$ cat config.mk
export PLATFORM = sky130hd
export DESIGN_NAME = seg7_scan
export DESIGN_NICKNAME = d
export VERILOG_FILES = /design/src/rtl/seg7_scan.sv
export SDC_FILE = /design/constraint.sdc
export NUM_CORES = 1
export LEC_CHECK = 0
export CAP_MARGIN = 20
export CORE_AREA = 5 5 103 105
export CTS_CLUSTER_SIZE = 12
export DETAILED_ROUTE_END_ITERATION = 8
export DIE_AREA = 0 0 108 110
export SETUP_SLACK_MARGIN = 0.5
export SLEW_MARGIN = 20
export SYNTH_ARGS = -nofsm -noshare
export SYNTH_HDL_FRONTEND = slang
export SYNTH_SLANG_ARGS = --single-unit
$ cat constraint.sdc
create_clock -name clk -period 7.2 [get_ports clk]
set_input_delay 1.44 -clock clk [delete_from_list [all_inputs] [get_ports clk]]
set_output_delay 1.44 -clock clk [all_outputs]
set_load 0.03 [all_outputs]
$ cat src/rtl/seg7_scan.sv
// Two-digit multiplexed seven-segment scanner with anti-ghost blanking and frame-aligned updates.
// Optional brightness PWM is enabled by defining SEG7_DIM_EN, which adds the dim_i input.
module seg7_scan #(
  parameter int SCAN_DIV     = 25000,
  parameter int BLANK_CYCLES = 64
) (
  input  logic       clk,
  input  logic       resetn,
  input  logic       wr_en,
  input  logic [7:0] wr_data,
  input  logic [1:0] wr_dp,
  input  logic       blank_i,
`ifdef SEG7_DIM_EN
  input  logic [3:0] dim_i,
`endif
  output logic       wr_ack,
  output logic [7:0] SEG_o,
  output logic [1:0] COM_o
);

  localparam int CW = $clog2(SCAN_DIV);
  localparam logic [CW-1:0] CNT_LAST   = CW'(SCAN_DIV - 1);
  localparam logic [CW-1:0] BLANK_LAST = CW'(BLANK_CYCLES - 1);

  typedef enum logic {BLANK, DRIVE} state_t;

  state_t        state_q, state_d;
  logic [CW-1:0] cnt_q, cnt_d;
  logic          digit_q, digit_d;
  logic [7:0]    pend_val_q, pend_val_d, act_val_q, act_val_d;
  logic [1:0]    pend_dp_q, pend_dp_d, act_dp_q, act_dp_d;
  logic          ack_q, ack_d;
  logic [7:0]    seg_q, seg_d;
  logic [1:0]    com_q, com_d;
  logic          wrap;
  logic [3:0]    nib;
`ifdef SEG7_DIM_EN
  logic [3:0]    pwm_q, pwm_d;
`endif

  function automatic logic [6:0] hex7(input logic [3:0] n);
    case (n)
      4'h0: hex7 = 7'h3F;  4'h1: hex7 = 7'h06;  4'h2: hex7 = 7'h5B;  4'h3: hex7 = 7'h4F;
      4'h4: hex7 = 7'h66;  4'h5: hex7 = 7'h6D;  4'h6: hex7 = 7'h7D;  4'h7: hex7 = 7'h07;
      4'h8: hex7 = 7'h7F;  4'h9: hex7 = 7'h6F;  4'hA: hex7 = 7'h77;  4'hB: hex7 = 7'h7C;
      4'hC: hex7 = 7'h39;  4'hD: hex7 = 7'h5E;  4'hE: hex7 = 7'h79;  default: hex7 = 7'h71;
    endcase
  endfunction

  always_comb begin
    wrap       = (cnt_q == CNT_LAST);
    cnt_d      = wrap ? '0 : cnt_q + 1'b1;
    digit_d    = wrap ? ~digit_q : digit_q;
    pend_val_d = wr_en ? wr_data : pend_val_q;
    pend_dp_d  = wr_en ? wr_dp : pend_dp_q;
    ack_d      = wr_en;
    // Frame boundary copies the pending value as it stood before this edge.
    act_val_d  = (wrap && digit_q) ? pend_val_q : act_val_q;
    act_dp_d   = (wrap && digit_q) ? pend_dp_q : act_dp_q;

    state_d = state_q;
    case (state_q)
      BLANK:   if (cnt_q == BLANK_LAST) state_d = DRIVE;
      DRIVE:   if (wrap) state_d = BLANK;
      default: state_d = BLANK;
    endcase

`ifdef SEG7_DIM_EN
    pwm_d = pwm_q + 4'd1;
`endif

    // Outputs are built from next-state values so they land on the same edge.
    nib   = digit_d ? act_val_d[7:4] : act_val_d[3:0];
    seg_d = 8'hFF;
    com_d = 2'b11;
    if (state_d == DRIVE && !blank_i) begin
      com_d = digit_d ? 2'b01 : 2'b10;
      seg_d = ~{act_dp_d[digit_d], hex7(nib)};
`ifdef SEG7_DIM_EN
      if (pwm_d > dim_i) seg_d = 8'hFF;
`endif
    end
  end

  always_ff @(posedge clk) begin
    if (!resetn) begin
      state_q    <= BLANK;
      cnt_q      <= '0;
      digit_q    <= 1'b0;
      pend_val_q <= '0;
      pend_dp_q  <= '0;
      act_val_q  <= '0;
      act_dp_q   <= '0;
      ack_q      <= 1'b0;
      seg_q      <= 8'hFF;
      com_q      <= 2'b11;
`ifdef SEG7_DIM_EN
      pwm_q      <= '0;
`endif
    end else begin
      state_q    <= state_d;
      cnt_q      <= cnt_d;
      digit_q    <= digit_d;
      pend_val_q <= pend_val_d;
      pend_dp_q  <= pend_dp_d;
      act_val_q  <= act_val_d;
      act_dp_q   <= act_dp_d;
      ack_q      <= ack_d;
      seg_q      <= seg_d;
      com_q      <= com_d;
`ifdef SEG7_DIM_EN
      pwm_q      <= pwm_d;
`endif
    end
  end

  assign wr_ack = ack_q;
  assign SEG_o  = seg_q;
  assign COM_o  = com_q;

endmodule
==> impl_metrics.env, run 1 <==
export IMPL_status="completed"
export IMPL_synth_avg_cell_area_um2=10.3
export IMPL_setup_viol=0
export IMPL_drive_above_1_share_pct=6.33
export IMPL_syn_area_mm2=0.00224
export IMPL_first_global_vias=1599
export IMPL_pin_count=25
export IMPL_tns_ps=0
export IMPL_nets=259
export IMPL_crit_fanout=27
export IMPL_cts_tree="done"
export IMPL_io_buffers=24
export IMPL_die_area_mm2=0.0119
export IMPL_synth_cell_types=41
export IMPL_period_needed_ps=3360
export IMPL_clkTransAtPathRegs_ps=90
export IMPL_antenna_found_initial=0
export IMPL_layout_commonest_cell="dfxtp_1"
export IMPL_critPathLaunchType="input port"
export IMPL_ctsHoldBuffers=0
export IMPL_final_max_slew_viol_count=0
export IMPL_maxCapViolations=0
export IMPL_crit_arrival_ps=3520
export IMPL_cts_max_level=2
export IMPL_startpoint="resetn"
export IMPL_grt_max_degree=28
export IMPL_synth_area_leader_cell="dfxtp_1"
export IMPL_end_kind="flip-flop"
export IMPL_tightestPinTransition_ps=775
export IMPL_cp_required_ps=7360
export IMPL_final_seq_area_um2=961
export IMPL_r2r_start="cnt_q[0]"
export IMPL_crit_path_top_delay_cell="clkdlybuf4s50_1"
export IMPL_cts_resized=0
export IMPL_mostFrequentLayoutCells="dfxtp_1, clkdlybuf4s50_1, nor2b_1, mux2i_1, nor2_1"
export IMPL_drt_pass1_iter_count=4
export IMPL_gp_congestion=0.796
export IMPL_start_util_pct=23.5
export IMPL_place_hpwl_mm=3.05
export IMPL_finalCritPeriodShare_pct=46.6
export IMPL_utilization_pct=28.5
export IMPL_fill_cells=1009
export IMPL_syn_inst=218
export IMPL_skew_ps=10.9
export IMPL_syn_to_final_growth_pct=21.3
export IMPL_hold_violations=0
export IMPL_power_density_mw_per_mm2=191
export IMPL_clk_latency_ps=300
export IMPL_via_per_inst=4.24
export IMPL_drtIter0Drc=126
export IMPL_num_rows=36
export IMPL_wire_per_inst_um=11.3
export IMPL_yosysSeqAreaShare_pct=42.9
export IMPL_hp_class="flip-flop to flip-flop"
export IMPL_drc=0
export IMPL_ys_seq_elements=48
export IMPL_p_leak_nw=0.955
export IMPL_routed_wl_mm=4.20
export IMPL_synth_top_area_share_pct=42.9
export IMPL_vdd_drop_max_uv=113
export IMPL_grtUsageTotal_pct=7.77
export IMPL_cts_root_buf="clkbuf_8"
export IMPL_min_from="cnt_q[0]"
export IMPL_ys_warn_count=0
export IMPL_numCtsBuffers=5
export IMPL_clockBufferDepth=2
export IMPL_max_stage_delay_ps=920
export IMPL_diodes=0
export IMPL_ant_nets=0
export IMPL_multi_input_area_mm2=0.00121
export IMPL_maxSlewHeadroom_pct=48.3
export IMPL_die_w_um=108
export IMPL_syn_nets=240
export IMPL_cts_setup_buffers=0
export IMPL_die_y_um=110
export IMPL_hold_ws_ps=455
export IMPL_grt_pass1_wl_mm=7.38
export IMPL_max_freq_ghz=0.298
export IMPL_grt_overflow=0
export IMPL_vias=1567
export IMPL_rsz0062_at_grt="false"
export IMPL_crit_chain="clkdlybuf4s50_1 -> or3b_2 -> nor4_4 -> o21ai_0"
export IMPL_synth_area_leaders="dfxtp_1, mux2i_1, nor2b_1, mux4_1, ha_1"
export IMPL_core_area_mm2=0.00955
export IMPL_cts_sinks=48
export IMPL_worst_setup_path_type="input port to flip-flop"
==> power breakdown <==
part           leakage [nW]   total, W  internal (W)  switching [W]
Sequential            0.390   0.000274      0.000270     0.00000362
Clock                0.0642   0.000223      0.000137      0.0000862
Combinational         0.501  0.0000234     0.0000141     0.00000931
Total                 0.955   0.000520      0.000421      0.0000991
==> per-stage QoR <==
stage	instances	setup WS (ps)	cell area, um^2	power [W]
6_report	370	3840	2720	0.000520
5_1_grt	370	3600	2720	0.000544
4_1_cts	370	3720	2710	0.000528
3_5_place_dp	363	3380	2580	0.000304
3_3_place_gp	363	3440	2580	0.000304
2_1_floorplan	218	4290	2240	0.000292
==> sequential cells by signal (all words and copies together) (netlist names) <==
name,count
cnt_q,15
pend_val_q,8
wr_ack,1
SEG_o,8
state_q,1
act_dp_q,2
digit_q,1
act_val_q,8
pend_dp_q,2
COM_o,2
==> cell type report <==
cell class / count / area share, %
Clock buffer: 5 / 2.53
Clock inverter: 2 / 2.21
Inverter: 4 / 0.552
Multi-Input combinational cell: 154 / 44.4
Sequential cell: 48 / 35.3
Tap cell: 133 / 6.12
Timing Repair Buffer: 24 / 8.83
==> worst paths after layout <==
check	end	slack [ps]	cells after the start
hold / removal	cnt_q[0]	460	1
hold reg to reg	cnt_q[0]	460	1
setup reg to reg	SEG_o[5]	3950	9
setup / recovery	SEG_o[5]	3840	4
==> critical path: cells and delay by family <==
kind / cells / cell delay (ps)
buffers and inverters: 1 / 920
AO/OA/AOI/OAI: 1 / 130
AND/OR/NAND/NOR: 2 / 1010
==> synth_stat cells <==
master and number:
dfxtp_1 48, nor2b_1 22, mux2i_1 21, nor2_1 15, nand2_1 10, ha_1 8, xor2_1 7, clkbuf_1 6
o21ai_0 6, nand3_1 5, nor4_1 5, a21oi_1 4, and2_1 4, inv_1 4, mux4_1 4, nand4_1 4
o211ai_1 4, a22oi_1 3, buf_2 3, or3_1 3, xnor2_1 3, and3_1 2, and4_1 2, buf_6 2
mux2_2 2, nand2b_1 2, nor3_1 2, nor4bb_1 2, o21ai_1 2, or4_1 2, a22oi_2 1, a2bb2oi_1 1
and3b_1 1, buf_1 1, mux2_4 1, mux4_2 1, nor4_4 1, o21a_1 1, o21bai_1 1, o31ai_1 1
or3b_2 1
==> kinds of logic after synthesis <==
kind of cell	Yosys count	share of synthesized area (%)
compound gates	24	6.98
xor+xnor	10	3.91
fa+ha+maj	8	4.46
buf+inv	16	3.51
flops	48	42.9
mux	29	16.7
simple gates	83	21.5
==> layer usage <==
layer  global-route usage, %  wire length (um)  vias to the layer above
li1                        -                 -                      812
met1                    8.99              1910                      725
met2                    13.4              2030                       24
met3                    2.33               187                        6
met4                    3.34                64                        0
met5                       0                 0                        -
No activity file was read; power rests on OpenSTA's default activity.
==> run 2, diff against run 1 <==
- clock period: 7.2 -> 3.3 ns (I/O delays scaled with it)
==> run 2 against run 1 <==
Register-to-register slack lost 3300 ps. Highest routed layer unchanged. Cell count grew 2.2%. Critical path type is now flip-flop to flip-flop. Count of clock-buffer cells in the layout grew 1. Largest cell class unchanged.
==> impl_metrics.env, run 2 (synthesized netlist as in run 1, its figures left out) <==
export IMPL_status="completed"
export IMPL_critPathLaunchType="flip-flop"
export IMPL_clkTransAtPathRegs_ps=90
export IMPL_finalCritPeriodShare_pct=81.1
export IMPL_drtIter0Drc=101
export IMPL_vias=1596
export IMPL_hold_violations=0
export IMPL_first_global_vias=1556
export IMPL_pin_count=25
export IMPL_critPathBufInv=0
export IMPL_clk_latency_ps=300
export IMPL_place_area_mm2=0.00261
export IMPL_layout_commonest_cell="dfxtp_1"
export IMPL_io_buffers=24
export IMPL_core_area_mm2=0.00955
export IMPL_p_leak_nw=0.972
export IMPL_maxSlewHeadroom_pct=59.7
export IMPL_die_w_um=108
export IMPL_max_stage_delay_ps=620
export IMPL_wire_per_inst_um=11.3
export IMPL_final_max_slew_viol_count=0
export IMPL_crit_path_top_delay_cell="mux4_2"
export IMPL_cts_root_buf="clkbuf_8"
export IMPL_grt_pass1_wl_mm=7.40
export IMPL_largest_reg_flops=15
export IMPL_vdd_drop_max_uv=201
export IMPL_grt_overflow=0
export IMPL_maxCapViolations=0
export IMPL_diodes=0
export IMPL_grt_max_degree=27
export IMPL_cp_required_ps=3470
export IMPL_drt_pass1_iter_count=4
export IMPL_die_y_um=110
export IMPL_crit_chain="ha_4 -> and3_4 -> and4_4 -> ha_4 -> mux4_2 -> ha_4 -> mux2_2 -> a22oi_2 -> o211ai_1"
export IMPL_rsz0062_at_grt="false"
export IMPL_cts_tree="done"
export IMPL_drive_above_1_share_pct=15.5
export IMPL_utilization_pct=29.6
export IMPL_multi_input_area_mm2=0.00127
export IMPL_nets=266
export IMPL_regMostFlops="cnt_q"
export IMPL_mostFrequentLayoutCells="dfxtp_1, clkdlybuf4s50_1, nor2b_1, mux2i_1, nor2_1"
export IMPL_hp_class="flip-flop to flip-flop"
export IMPL_syn_to_final_growth_pct=26.1
export IMPL_skew_ps=10.2
export IMPL_num_rows=36
export IMPL_final_area_mm2=0.00283
export IMPL_drc=0
export IMPL_max_freq_ghz=0.374
export IMPL_cts_sinks=48
export IMPL_antenna_found_initial=0
export IMPL_place_hpwl_mm=3.03
export IMPL_crit_arrival_ps=2850
export IMPL_hold_ws_ps=453
export IMPL_tns_ps=0
export IMPL_via_per_inst=4.22
export IMPL_cts_max_level=2
export IMPL_routed_wl_mm=4.27
export IMPL_final_seq_area_um2=965
export IMPL_power_density_mw_per_mm2=387
export IMPL_path_common_cell="ha_4"
export IMPL_power_w=0.00110
export IMPL_setup_viol=0
export IMPL_fill_cells=988
export IMPL_gp_congestion=0.752
export IMPL_start_util_pct=23.5
export IMPL_crit_fanout=6
export IMPL_tightestPinTransition_ps=603
export IMPL_critPathTopFamily="multiplexers"
export IMPL_worst_setup_path_type="flip-flop to flip-flop"
export IMPL_clockBufferDepth=2
export IMPL_grtUsageTotal_pct=7.75
export IMPL_ant_nets=0
export IMPL_numCtsBuffers=5
export IMPL_die_area_mm2=0.0119
export IMPL_period_needed_ps=2680
export IMPL_end_kind="flip-flop"
export IMPL_ctsHoldBuffers=0
-- run 2: cell count changes in the layout (fill, tap and decap cells not counted), sizes merged --
cell,delta
clkinv,+1
buf,+7
bufinv,-1
clkbuf,+1
-- run 2: layout make-up --
class	instances	area share [%]
Inverter	4	0.531
Clock inverter	2	1.37
Tap cell	133	5.88
Multi-Input combinational cell	154	44.8
Sequential cell	48	34.1
Clock buffer	6	2.92
Timing Repair Buffer	31	10.4
-- run 2: where the power goes --
group | internal (W) | total (W) | switching, W
sequential | 0.000590 | 0.000600 | 0.00000977
clock | 0.000248 | 0.000443 | 0.000196
combinational | 0.0000322 | 0.0000526 | 0.0000204
-- run 2: worst paths after layout --
path                               start  endpoint  slack [ps]  cells past startpoint
worst max-delay path            cnt_q[1]  SEG_o[0]         620                      9
worst max register to register  cnt_q[1]  SEG_o[0]         620                      9
worst min register to register  cnt_q[0]  cnt_q[0]         450                      1
worst min-delay path            cnt_q[0]  cnt_q[0]         450                      1
-- run 2: worst reg2reg max path, cell delays in order (launching register included) --
cell and delay [ps]:
dfxtp_1 340, ha_4 170, and3_4 200, and4_4 200
ha_4 310, mux4_2 620, ha_4 210, mux2_2 270
a22oi_2 120, o211ai_1 100
-- run 2: repair_timing --
item	4_1_cts	5_1_grt
gates cloned	0	0
endpoints found under the setup margin	7	7
resized for setup	8	9
pin swaps	2	4
setup buffers	3	1
-- run 2: routing by layer --
metal / vias up / GRT usage, % / wire length (um)
li1: 822 / - / -
met1: 732 / 10.4 / 2130
met2: 35 / 12.0 / 1860
met3: 7 / 2.10 / 191
met4: 0 / 2.71 / 86
met5: - / 0 / 0
-- run 2: through the flow --
| stage | worst slack [ps] | instances |
|---|---|---|
| CTS | 536 | 377 |
| detailed placement | 263 | 366 |
| global route | 518 | 378 |
| floorplan | 501 | 218 |
| global placement | 326 | 366 |
| finish | 624 | 378 |
==> run 3, diff against run 2 <==
- clock period: 3.3 -> 2.3 ns (I/O delays scaled with it)
==> run 3 against run 2 <==
The flow now finishes with violations (negative setup slack). Count of clock-buffer cells in the layout shrank 1. Global-route usage up 0.94 points. First-iteration DRC count down 11%. Critical path depth grew 1.
==> impl_metrics.env, run 3 (synthesized netlist as in run 1, its figures left out) <==
export IMPL_critPathTopFamily="multiplexers"
export IMPL_end_kind="flip-flop"
export IMPL_cts_tree="done"
export IMPL_crit_chain="ha_4 -> and3_4 -> and4_4 -> ha_4 -> buf_4 -> mux4_2 -> buf_6 -> mux2i_1 -> a22oi_1 -> o211ai_1"
export IMPL_drtIter0Drc=90
export IMPL_cp_required_ps=2490
export IMPL_die_area_mm2=0.0119
export IMPL_via_per_inst=4.27
export IMPL_first_global_vias=1817
export IMPL_violations="negative setup slack"
export IMPL_maxSlewHeadroom_pct=72.4
export IMPL_layout_commonest_cell="dfxtp_1"
export IMPL_skew_ps=10.4
export IMPL_regMostFlops="cnt_q"
export IMPL_io_buffers=24
export IMPL_critPathLaunchType="flip-flop"
export IMPL_pin_count=25
export IMPL_antenna_found_initial=0
export IMPL_setup_viol=7
export IMPL_crit_fanout=6
export IMPL_vias=1774
export IMPL_ctsHoldBuffers=0
export IMPL_cts_root_buf="clkbuf_8"
export IMPL_max_stage_delay_ps=590
export IMPL_largest_reg_flops=15
export IMPL_critPathBufInv=2
export IMPL_p_sw_w=0.000349
export IMPL_grt_pass1_wl_mm=8.42
export IMPL_switching_share_pct=22.1
export IMPL_grt_max_degree=27
export IMPL_diodes=0
export IMPL_pwr_share_seq_pct=54.6
export IMPL_max_freq_ghz=0.393
export IMPL_drt_pass1_iter_count=4
export IMPL_clockBufferDepth=2
export IMPL_cts_sinks=48
export IMPL_timing_final_ws_setup_ps=-242
export IMPL_die_y_um=110
export IMPL_utilization_pct=33.3
export IMPL_p_comb_share_pct=5.4
export IMPL_crit_arrival_ps=2730
export IMPL_hp_class="flip-flop to flip-flop"
export IMPL_tightestPinTransition_ps=411
export IMPL_worst_setup_path_type="flip-flop to flip-flop"
export IMPL_p_leak_nw=1.20
export IMPL_numCtsBuffers=5
export IMPL_place_hpwl_mm=3.46
export IMPL_clkTransAtPathRegs_ps=100
export IMPL_grtUsageTotal_pct=8.69
export IMPL_rsz0062_at_grt="true"
export IMPL_routed_wl_mm=4.95
export IMPL_grt_overflow=0
export IMPL_maxCapViolations=0
export IMPL_start_util_pct=23.5
export IMPL_path_common_cell="ha_4"
export IMPL_clk_latency_ps=310
export IMPL_power_density_mw_per_mm2=495
export IMPL_status="finished with violations"
export IMPL_mostFrequentLayoutCells="dfxtp_1, buf_4, clkdlybuf4s50_1, mux2i_1, nor2b_1"
export IMPL_num_rows=36
export IMPL_die_w_um=108
export IMPL_vdd_drop_max_uv=228
export IMPL_clkPwrFrac_pct=40.0
export IMPL_crit_path_top_delay_cell="mux4_2"
export IMPL_drive_above_1_share_pct=30.5
export IMPL_power_w=0.00157
export IMPL_hold_violations=0
export IMPL_core_area_mm2=0.00955
export IMPL_drc=0
export IMPL_syn_to_final_growth_pct=42.0
export IMPL_wire_per_inst_um=11.9
export IMPL_gp_congestion=0.824
export IMPL_internal_power_w=0.00123
export IMPL_finalCritPeriodShare_pct=111
export IMPL_period_needed_ps=2540
export IMPL_cts_max_level=2
export IMPL_final_max_slew_viol_count=0
export IMPL_nets=303
export IMPL_ant_nets=0
-- run 3: worst reg2reg max path, cell delays in order (launching register included) --
cell and delay, ps:
dfxtp_2 350, ha_4 150, and3_4 140, and4_4 170
ha_4 300, buf_4 120, mux4_2 590, buf_6 180
mux2i_1 130, a22oi_1 190, o211ai_1 110
-- run 3: final cells by class --
cell class	instances	area, um^2
well taps	133	166
inverters	4	17.5
clock buffers	5	68.8
multi-input cells	154	1330
clock inverters	3	47.5
fillers	984	6370
flip-flops and latches	48	967
repair buffers	68	591
-- run 3: worst paths after layout --
check                    start           end  slack (ps)  cells past startpoint
setup reg to reg      cnt_q[0]      SEG_o[3]        -240                     10
hold reg to reg   act_val_q[1]  act_val_q[1]         530                      2
hold / removal    act_val_q[1]  act_val_q[1]         530                      2
setup / recovery      cnt_q[0]      SEG_o[3]        -240                     10
-- run 3: repair_timing --
action | 4_1_cts | 5_1_grt
pin swaps | 8 | 5
resized for setup | 22 | 15
buffers inserted | 3 | 6
gates cloned | 0 | 0
endpoints found under the setup margin | 10 | 23
-- run 3: metrics by stage --
| step | hold WS [ps] | cells | cell area (um^2) | TNS (ps) | setup WS (ps) |
|---|---|---|---|---|---|
| global placement | 488 | 398 | 2870 | -2200 | -337 |
| global route | 555 | 415 | 3180 | -2000 | -332 |
| finish | 526 | 415 | 3180 | -1290 | -242 |
| CTS | 529 | 409 | 3090 | -1070 | -198 |
| detailed placement | 500 | 398 | 2870 | -2480 | -391 |
| floorplan | 420 | 218 | 2270 | -2160 | -389 |
-- run 3: per-layer routing --
layer | vias up | track usage, % | routed length [um]
li1 | 896 | - | -
met1 | 832 | 11.6 | 2460
met2 | 41 | 13.9 | 2220
met3 | 5 | 2.15 | 211
met4 | 0 | 2.61 | 55
met5 | - | 0 | 0
-- run 3: power by group through the flow --
stage          registers [W]   logic, W  clock network (W)
2_1_floorplan       0.000878  0.0000412                  0
3_3_place_gp        0.000879  0.0000825                  0
3_5_place_dp        0.000879  0.0000849                  0
4_1_cts             0.000860  0.0000846           0.000650
5_1_grt             0.000862  0.0000964           0.000672
6_report            0.000860  0.0000844           0.000630
